[src/rtl/rank_select_pkg.sv]
// rank_pkg: shared constants and types for the rank_select slice.
//   NUM_RANKS / SCORE_W / ID_W : default kernel count, score width, id width
//   rank_id_t / score_t        : id and score types at the default widths
//   state_e                    : rank_select control states
// Configuration macro: RANK_SELECT_MARGIN_EN (not referenced here).
package rank_pkg;

    localparam int unsigned NUM_RANKS = 13;
    localparam int unsigned SCORE_W   = 11;
    localparam int unsigned ID_W      = 4;

    typedef logic [ID_W-1:0]    rank_id_t;
    typedef logic [SCORE_W-1:0] score_t;

    typedef enum logic [1:0] {
        ST_IDLE,
        ST_COLLECT,
        ST_EMIT
    } state_e;

endpackage

[src/rtl/rank_select_min2_tracker.sv]
// min2_tracker: running minimum (and optional second minimum) of the scores
// presented with upd, with the id of the minimum.
//   clk, rst : clock, synchronous active-high reset
//   clr      : reinitialise (best = second = all-ones, best_id = 0); wins over upd
//   upd      : fold id/score into the running minimum this cycle
//   id/score : candidate kernel id and mismatch score
//   best, best_id, second : current tracker state (second only with the macro)
// Configuration macro: RANK_SELECT_MARGIN_EN enables the second-best register.
module min2_tracker #(
    parameter int unsigned SCORE_W = rank_pkg::SCORE_W,
    parameter int unsigned ID_W    = rank_pkg::ID_W
) (
    input  logic               clk,
    input  logic               rst,
    input  logic               clr,
    input  logic               upd,
    input  logic [ID_W-1:0]    id,
    input  logic [SCORE_W-1:0] score,
    output logic [SCORE_W-1:0] best,
    output logic [ID_W-1:0]    best_id
`ifdef RANK_SELECT_MARGIN_EN
    ,
    output logic [SCORE_W-1:0] second
`endif
);

    logic [SCORE_W-1:0] best_q, best_d;
    logic [ID_W-1:0]    best_id_q, best_id_d;
`ifdef RANK_SELECT_MARGIN_EN
    logic [SCORE_W-1:0] second_q, second_d;
`endif

    // Strict compares: a tie never displaces the earlier arrival.
    always_comb begin
        best_d    = best_q;
        best_id_d = best_id_q;
`ifdef RANK_SELECT_MARGIN_EN
        second_d  = second_q;
`endif
        if (clr) begin
            best_d    = '1;
            best_id_d = '0;
`ifdef RANK_SELECT_MARGIN_EN
            second_d  = '1;
`endif
        end else if (upd) begin
            if (score < best_q) begin
                best_d    = score;
                best_id_d = id;
`ifdef RANK_SELECT_MARGIN_EN
                second_d  = best_q;
`endif
            end
`ifdef RANK_SELECT_MARGIN_EN
            else if (score < second_q) begin
                second_d = score;
            end
`endif
        end
    end

    always_ff @(posedge clk) begin
        if (rst) begin
            best_q    <= '1;
            best_id_q <= '0;
`ifdef RANK_SELECT_MARGIN_EN
            second_q  <= '1;
`endif
        end else begin
            best_q    <= best_d;
            best_id_q <= best_id_d;
`ifdef RANK_SELECT_MARGIN_EN
            second_q  <= second_d;
`endif
        end
    end

    assign best    = best_q;
    assign best_id = best_id_q;
`ifdef RANK_SELECT_MARGIN_EN
    assign second  = second_q;
`endif

endmodule

[src/rtl/rank_select.sv]
// rank_select: collects one mismatch score per rank kernel for a card corner
// and reports the kernel with the lowest score, once per card.
//   clk, rst        : clock, synchronous active-high reset
//   start           : pulse, (re)starts collection for a new card
//   score_valid/score_id/score : one score per cycle from the XOR scorers
//   busy            : high while collecting
//   result_valid    : one-cycle pulse per completed card
//   result_id/result_score/result_ok : winner, its score, confidence (held)
//   result_margin   : second best minus best (held; macro builds only)
// Configuration macro: RANK_SELECT_MARGIN_EN adds second-best tracking, the
// result_margin port and the MARGIN_MIN requirement on result_ok.
module rank_select #(
    parameter int unsigned NUM_KERNELS    = rank_pkg::NUM_RANKS,
    parameter int unsigned SCORE_W        = rank_pkg::SCORE_W,
    parameter int unsigned ID_W           = rank_pkg::ID_W,
    parameter int unsigned TIMEOUT_CYCLES = 4096,
    parameter int unsigned MARGIN_MIN     = 40
) (
    input  logic               clk,
    input  logic               rst,
    input  logic               start,
    input  logic               score_valid,
    input  logic [ID_W-1:0]    score_id,
    input  logic [SCORE_W-1:0] score,
    output logic               busy,
    output logic               result_valid,
    output logic [ID_W-1:0]    result_id,
    output logic [SCORE_W-1:0] result_score,
    output logic               result_ok
`ifdef RANK_SELECT_MARGIN_EN
    ,
    output logic [SCORE_W-1:0] result_margin
`endif
);

    import rank_pkg::*;

    localparam int unsigned CNT_W = $clog2(TIMEOUT_CYCLES);
    // The counter reaches TIMEOUT_CYCLES-1 on the same edge that enters EMIT,
    // so the result pulse follows one cycle after the counter hits its limit.
    localparam logic [CNT_W-1:0] CNT_LAST = CNT_W'(TIMEOUT_CYCLES - 2);

    if (TIMEOUT_CYCLES < 2) begin : g_bad_timeout
        $error("rank_select: TIMEOUT_CYCLES must be at least 2");
    end
    if (MARGIN_MIN > ((1 << SCORE_W) - 1)) begin : g_bad_margin
        $error("rank_select: MARGIN_MIN exceeds the score range");
    end

    state_e                 state_q, state_d;
    logic [NUM_KERNELS-1:0] seen_q, seen_d;
    logic [CNT_W-1:0]       cnt_q, cnt_d;
    logic                   timed_out_q, timed_out_d;
    logic                   result_valid_q, result_valid_d;
    logic [ID_W-1:0]        result_id_q, result_id_d;
    logic [SCORE_W-1:0]     result_score_q, result_score_d;
    logic                   result_ok_q, result_ok_d;
`ifdef RANK_SELECT_MARGIN_EN
    logic [SCORE_W-1:0]     result_margin_q, result_margin_d;
    logic [SCORE_W-1:0]     trk_second;
    logic [SCORE_W-1:0]     margin;
`endif

    logic               accept;
    logic               trk_clr, trk_upd;
    logic [SCORE_W-1:0] trk_best;
    logic [ID_W-1:0]    trk_best_id;
    logic               margin_ok;

    min2_tracker #(
        .SCORE_W (SCORE_W),
        .ID_W    (ID_W)
    ) u_tracker (
        .clk     (clk),
        .rst     (rst),
        .clr     (trk_clr),
        .upd     (trk_upd),
        .id      (score_id),
        .score   (score),
        .best    (trk_best),
        .best_id (trk_best_id)
`ifdef RANK_SELECT_MARGIN_EN
        ,
        .second  (trk_second)
`endif
    );

`ifdef RANK_SELECT_MARGIN_EN
    // A single kernel has no runner-up, so its margin is unbounded.
    assign margin    = (NUM_KERNELS == 1) ? '1 : (trk_second - trk_best);
    assign margin_ok = (margin >= SCORE_W'(MARGIN_MIN));
`else
    assign margin_ok = 1'b1;
`endif

    always_comb begin
        state_d        = state_q;
        seen_d         = seen_q;
        cnt_d          = cnt_q;
        timed_out_d    = timed_out_q;
        result_valid_d = 1'b0;
        result_id_d    = result_id_q;
        result_score_d = result_score_q;
        result_ok_d    = result_ok_q;
`ifdef RANK_SELECT_MARGIN_EN
        result_margin_d = result_margin_q;
`endif
        accept  = 1'b0;
        trk_clr = 1'b0;
        trk_upd = 1'b0;

        // start beats any score in the same cycle and any pending result.
        if (start) begin
            state_d     = ST_COLLECT;
            seen_d      = '0;
            cnt_d       = '0;
            timed_out_d = 1'b0;
            trk_clr     = 1'b1;
        end else begin
            unique case (state_q)
                ST_IDLE: begin
                end
                ST_COLLECT: begin
                    accept = score_valid && (32'(score_id) < NUM_KERNELS)
                             && !seen_q[score_id];
                    if (accept) begin
                        seen_d[score_id] = 1'b1;
                        trk_upd          = 1'b1;
                    end
                    if (&seen_d) begin
                        state_d = ST_EMIT;
                    end else begin
                        cnt_d = cnt_q + 1'b1;
                        if (cnt_q == CNT_LAST) begin
                            state_d     = ST_EMIT;
                            timed_out_d = 1'b1;
                        end
                    end
                end
                ST_EMIT: begin
                    result_valid_d = 1'b1;
                    result_id_d    = trk_best_id;
                    result_score_d = trk_best;
                    result_ok_d    = !timed_out_q && margin_ok;
`ifdef RANK_SELECT_MARGIN_EN
                    result_margin_d = margin;
`endif
                    state_d = ST_IDLE;
                end
                default: state_d = ST_IDLE;
            endcase
        end
    end

    always_ff @(posedge clk) begin
        if (rst) begin
            state_q        <= ST_IDLE;
            seen_q         <= '0;
            cnt_q          <= '0;
            timed_out_q    <= 1'b0;
            result_valid_q <= 1'b0;
            result_id_q    <= '0;
            result_score_q <= '0;
            result_ok_q    <= 1'b0;
`ifdef RANK_SELECT_MARGIN_EN
            result_margin_q <= '0;
`endif
        end else begin
            state_q        <= state_d;
            seen_q         <= seen_d;
            cnt_q          <= cnt_d;
            timed_out_q    <= timed_out_d;
            result_valid_q <= result_valid_d;
            result_id_q    <= result_id_d;
            result_score_q <= result_score_d;
            result_ok_q    <= result_ok_d;
`ifdef RANK_SELECT_MARGIN_EN
            result_margin_q <= result_margin_d;
`endif
        end
    end

    assign busy         = (state_q == ST_COLLECT);
    assign result_valid = result_valid_q;
    assign result_id    = result_id_q;
    assign result_score = result_score_q;
    assign result_ok    = result_ok_q;
`ifdef RANK_SELECT_MARGIN_EN
    assign result_margin = result_margin_q;
`endif

endmodule

[config.mk]
export PLATFORM = sky130hd
export DESIGN_NAME = rank_select
export DESIGN_NICKNAME = d
export VERILOG_FILES = /design/src/rtl/rank_select_pkg.sv /design/src/rtl/rank_select_min2_tracker.sv /design/src/rtl/rank_select.sv
export SDC_FILE = /design/constraint.sdc
export NUM_CORES = 1
export LEC_CHECK = 0
export BUFFER_PORTS_ARGS = -buffer_cell sky130_fd_sc_hd__buf_2
export CAP_MARGIN = 20
export CORE_MARGIN = 2
export CORE_UTILIZATION = 34
export DETAILED_ROUTE_END_ITERATION = 10
export PLACE_DENSITY = 0.64
export SLEW_MARGIN = 20
export SYNTH_ARGS = -nofsm -noshare
export SYNTH_HDL_FRONTEND = slang
export SYNTH_HIERARCHICAL = 1
export SYNTH_SLANG_ARGS = --single-unit
[constraint.sdc]
create_clock -name clk -period 4.17 [get_ports clk]
set_input_delay 0.834 -clock clk [delete_from_list [all_inputs] [get_ports clk]]
set_output_delay 0.834 -clock clk [all_outputs]
set_load 0.1 [all_outputs]
* Word-level counts from Yosys, hierarchy flattened
Cells that the tools add are included.
** Storage, ports and cells
- Logic and storage cells :: 57
- Input port bits :: 19
- Output and inout bits :: 18
- Flip-flop bits (word level) :: 60
** Cells by class
- Magnitude comparators :: 4
- Add/sub/neg operators :: 1
- Multiplexer cells :: 16
- Bitwise gates (word level) :: 4
- Reductions and logical operators :: 15
- Equality and inequality tests :: 6
** Operators by type and width (number)
- two-way mux 13 bit :: 3
- bitwise OR 13 bit :: 1
- AND reduction 13 bit :: 1
- adder 12 x 1 -> 12 bit, second input constant :: 1
- equality test 12 bit, second input constant :: 1
- less-than comparator 11 bit :: 1
- AND reduction 2 bit :: 5
- two-way mux 1 bit :: 8
- less-than comparator 4 x 5 -> 1 bit, second input constant :: 1
- binary-select mux 1 bit (select 4 bit) :: 1
- demux 1 bit (select 4 bit) :: 1
- greater-or-equal comparator 4 x 1 -> 1 bit, second input constant :: 1
- less-than comparator 4 bit, second input constant :: 1
- two-way mux 2 bit :: 2
- != test 4 x 2 -> 1 bit, second input constant :: 1
- one-hot mux 2 bit (2 select lines) :: 1
- OR reduction 2 bit :: 2
- logical AND 1 bit :: 3
- != test 3 x 1 -> 1 bit, second input constant :: 1
- inverter 1 bit :: 3
- AND reduction 3 bit :: 1
- equality test 2 x 1 -> 1 bit, second input constant :: 1
- equality test 2 bit, second input constant :: 1
- zero test 1 bit :: 2
- other kinds (2) :: 2

* Logic depth before layout (Yosys ltp)
- Word-level depth :: 12
- Mapped depth :: 12
- Gate-level depth less buffers :: 10

* Hierarchy
The synthesis kept the hierarchy.
** By module, submodules not included
- rank_select :: times used 1, seq. area each 900.9 um^2, cells each 242, area each 2035.7 um^2
- min2_tracker :: times used 1, seq. area each 300.3 um^2, cells each 101, area each 883.3 um^2

* Worst setup path after synthesis
Ideal clock, no wire load.
- Path type :: input to register
- Start :: input score_id[0]
- End :: register u_tracker.best_id_q[0] (netlist: u_tracker/best_id[0])
- Arrival :: 2952 ps
- Stages :: 10
- Path slack :: 1146 ps
- Cell sequence :: buf_4 mux4_2 mux2i_1 mux2i_1 nor4b_1 nor2b_1 o21ai_0 a221oi_4 buf_12 mux2i_1
** On the way
- Cells in the longest elaborated chain, start to end :: 8
- Elaborated cells between the ends (all ways) :: 10
- Classes of those cells :: order compare: 1; mux: 5; reduce/logical: 4
** RTL lines
- start, declared :: RTL line rank_select.sv:23 : input logic [ID_W-1:0] score_id,
- binary-select mux 1 bit (select 4 bit) :: RTL line rank_select.sv:125 : && !seen_q[score_id];
- two-way mux 1 bit (not written as such) :: RTL line rank_select.sv:125
- zero test 1 bit :: RTL line rank_select.sv:125
- logical AND 1 bit * :: RTL line rank_select.sv:125
- two-way mux 1 bit * :: RTL line rank_select.sv:126 : if (accept) begin
- two-way mux 1 bit * :: RTL line rank_select.sv:120 : unique case (state_q)
- two-way mux 1 bit * :: RTL line rank_select.sv:113 : if (start) begin
- net trk_upd :: RTL line rank_select.sv:65 : logic trk_clr, trk_upd;
- AND reduction 2 bit (no source line) *
- end signal, assigned :: RTL line rank_select_min2_tracker.sv:71 : best_id_q <= best_id_d;
- end, declared :: RTL line rank_select_min2_tracker.sv:28 : logic [ID_W-1:0] best_id_q, best_id_d;
Mark *: on every way through the listed nets, which the timed path passes. The rest lies on a longest branch. The select of a mux whose other input is x is not followed.
A chain may end at the register's enable or synchronous reset.

* Final worst setup path
- Start :: input score_id[0]
- End :: register u_tracker.best_q[10] (netlist: u_tracker/best[10])
** On the way
- Cells in the longest elaborated chain, start to end :: 8
- Elaborated cells between the ends (all ways) :: 10
- Classes of those cells :: order compare: 1; mux: 5; reduce/logical: 4
** RTL lines
- binary-select mux 1 bit (select 4 bit) :: RTL line rank_select.sv:125
- two-way mux 1 bit (not written as such) :: RTL line rank_select.sv:125
- zero test 1 bit :: RTL line rank_select.sv:125
- logical AND 1 bit * :: RTL line rank_select.sv:125
- two-way mux 1 bit * :: RTL line rank_select.sv:126
- two-way mux 1 bit * :: RTL line rank_select.sv:120
- two-way mux 1 bit * :: RTL line rank_select.sv:113
- net trk_upd :: RTL line rank_select.sv:65
- AND reduction 2 bit (no source line) *
- end signal, assigned :: RTL line rank_select_min2_tracker.sv:70 : best_q <= best_d;
- end, declared :: RTL line rank_select_min2_tracker.sv:27 : logic [SCORE_W-1:0] best_q, best_d;
Marked as above.

==> results.json <==
{
  "status": "finished clean",
  "final_common_cell": "dfxtp_1",
  "syn_area_um2": 2919,
  "post-cts-setup-buffer-count": 0,
  "drc_errors": 0,
  "syn-num-nets": 374,
  "hold_class": "reg2reg",
  "track_usage_pct": 13.98,
  "drive_above_1_share_pct": 17.06,
  "nNetsFinal": 407,
  "fin_crit_ns": 3.056,
  "htree_levels": 3,
  "placed_cell_area_um2": 3139,
  "clockRootBuffer": "clkbuf_8",
  "synthArstFlopShare_pct": 0,
  "die_h_um": 96.66,
  "max-cap-violations": 0,
  "drt_iter0_drc": 99,
  "path_max_fanout": 15,
  "die_area_um2": 9342,
  "layout_common_cells": "60 x dfxtp_1, 51 x nand2_1, 43 x nor2_1",
  "setup_tns_ns": 0,
  "cts.sinks": 60,
  "ys.warnings.count": 6,
  "relSlewSlack_pct": 52.74,
  "antenna_found_initial": 0,
  "boundaryPins": 37,
  "ant_nets": 0,
  "wl_per_cell_um": 13.24,
  "synth_edf_count": 0,
  "critical_path_required_ns": 4.43,
  "min_delay_path_depth": 1,
  "drt_pass1_iterations": 4,
  "dp_hpwl_um": 4560,
  "powerDensity_nw_per_um2": 385.3,
  "synth_top_area_share_pct": 41.15,
  "cp-end-kind": "register",
  "synth-seq-cells": 60,
  "grt_pass1_wl_um": 10830,
  "yosysTopAreaCell": "dfxtp_1",
  "arrival_ns": 3.31,
  "synthToLayoutAreaGrowth_pct": 16.12,
  "viasPerCell": 5.152,
  "cts_tree": "built",
  "clk_pin_slew_ns": 0.06,
  "first_global_vias": 2420,
  "start_kind": "primary input",
  "synth-seq-area-share_pct": 41.15,
  "period_share_pct": 73.28,
  "ys_types": 48,
  "hold_buffers": 0,
  "gr-total-overflow": 0,
  "synth_top_flop_cell": "dfxtp_1",
  "rows": 33,
  "synth_cells": 343,
  "vias": 2504,
  "portBuffers": 36,
  "critical_path_class": "in2reg",
  "p_leak_nw": 1.381,
  "nFillCells": 845,
  "rsz0062_at_grt": "false",
  "cts-resized-gates": 0,
  "coreArea_um2": 8258,
  "rr_worst_depth": 9,
  "gp_congestion": 0.8435,
  "start_util_pct": 35.35,
  "synthTopCellsByArea": "dfxtp_1 41%, mux2i_1 6.9%, nand2_1 6.6%",
  "fmax_ghz": 0.3272,
  "stdcell_area_um2": 3390,
  "clock_path_buffers": 2,
  "finalSetupViolCount": 0,
  "grt_max_degree": 25,
  "tightest_slew_ns": 0.7089,
  "irDropWorstVdd_mv": 0.2509,
  "synth_area_per_cell_um2": 8.510,
  "diodes": 0,
  "worstSkewPairLatency_ns": 0.33,
  "numCtsBuffers": 9,
  "hold_viol_final": 0,
  "routed_wl_um": 6435,
  "finalMaxSlewViolations": 0,
  "finClkSkew_ns": 0.005593,
  "die_x_um": 96.66
}
worst paths after layout:
kind                             startpoint                  to  slack, ns
worst max-delay path            score_id[0]  u_tracker/best[10]       1.11
worst min-delay path            timed_out_q           result_ok       0.45
worst max register to register    seen_q[6]  u_tracker/best[10]       1.59
worst min register to register  timed_out_q           result_ok       0.45
synth_stat cells (5+ instances only):
cell type  instances
o21ai_0            7
inv_1             13
or3_1              6
o21ai_1            7
nor2_1            43
dfxtp_1           60
nand2_1           51
clkbuf_1           8
nand3_1            9
a21oi_1           37
ha_1              12
o211ai_1           6
mux2i_1           20
nand4_1            5
logic make-up after synthesis:
family,after synthesis,synth area share (%)
AND/OR/NAND/NOR,148,25.07
buffers and inverters,29,5.315
multiplexers,22,8.401
AO/OA/AOI/OAI,72,14.92
adder cells (fa/ha/maj),12,5.143
flip-flops,60,41.15
worst max-delay path: stages:
cell	delay [ns]
buf_2	0.26
mux4_2	0.58
mux2i_1	0.20
mux2i_1	0.09
nor4b_1	0.37
nor2b_1	0.17
o21ai_0	0.14
a221oi_4	0.23
buf_4	0.23
mux2i_1	0.21
final cells by class:
type / count / area (µm²) / share of cell area [%]
clock inverters: 4 / 95.09 / 2.805
flip-flops and latches: 60 / 1201 / 35.44
multi-input cells: 254 / 1563 / 46.11
well taps: 105 / 131.4 / 3.876
clock buffers: 12 / 155.1 / 4.577
repair buffers: 38 / 195.2 / 5.759
inverters: 13 / 48.80 / 1.440
where the power goes:
| group | switching [W] | internal [W] | total, W |
|---|---|---|---|
| Combinational | 0.0000531 | 0.0000261 | 0.0000792 |
| Clock | 0.000219 | 0.000429 | 0.000648 |
| Sequential | 0.00000240 | 0.000576 | 0.000579 |
| Total | 0.000274 | 0.00103 | 0.00131 |
registers in the layout, indices dropped and copies added (netlist names):
register / flops
cnt_q: 12
result_id: 4
result_ok: 1
result_score: 11
result_valid: 1
seen_q: 13
state_q: 2
timed_out_q: 1
u_tracker/best: 11
u_tracker/best_id: 4
through the flow:
step	hold WS (ns)	total power, W	std cells	utilization [%]	setup slack (ns)
detailed placement	0.4408	0.0006709	470	38.02	0.7952
finish	0.4469	0.001306	486	41.05	1.114
global placement	0.4349	0.0006692	470	38.02	0.9178
global route	0.4697	0.001365	486	41.05	0.9630
CTS	0.4500	0.001327	486	41.05	1.146
floorplan	0.4141	0.0006467	343	-	1.146
routing by layer:
| metal | track usage, % | wire length (µm) | up-vias |
|---|---|---|---|
| li1 | - | - | 1274 |
| met1 | 17.44 | 3059 | 1143 |
| met2 | 22.49 | 2948 | 77 |
| met3 | 4.986 | 350 | 10 |
| met4 | 4.659 | 76 | 0 |
| met5 | 0 | 0 | - |
(Power assumes the default switching activity.)
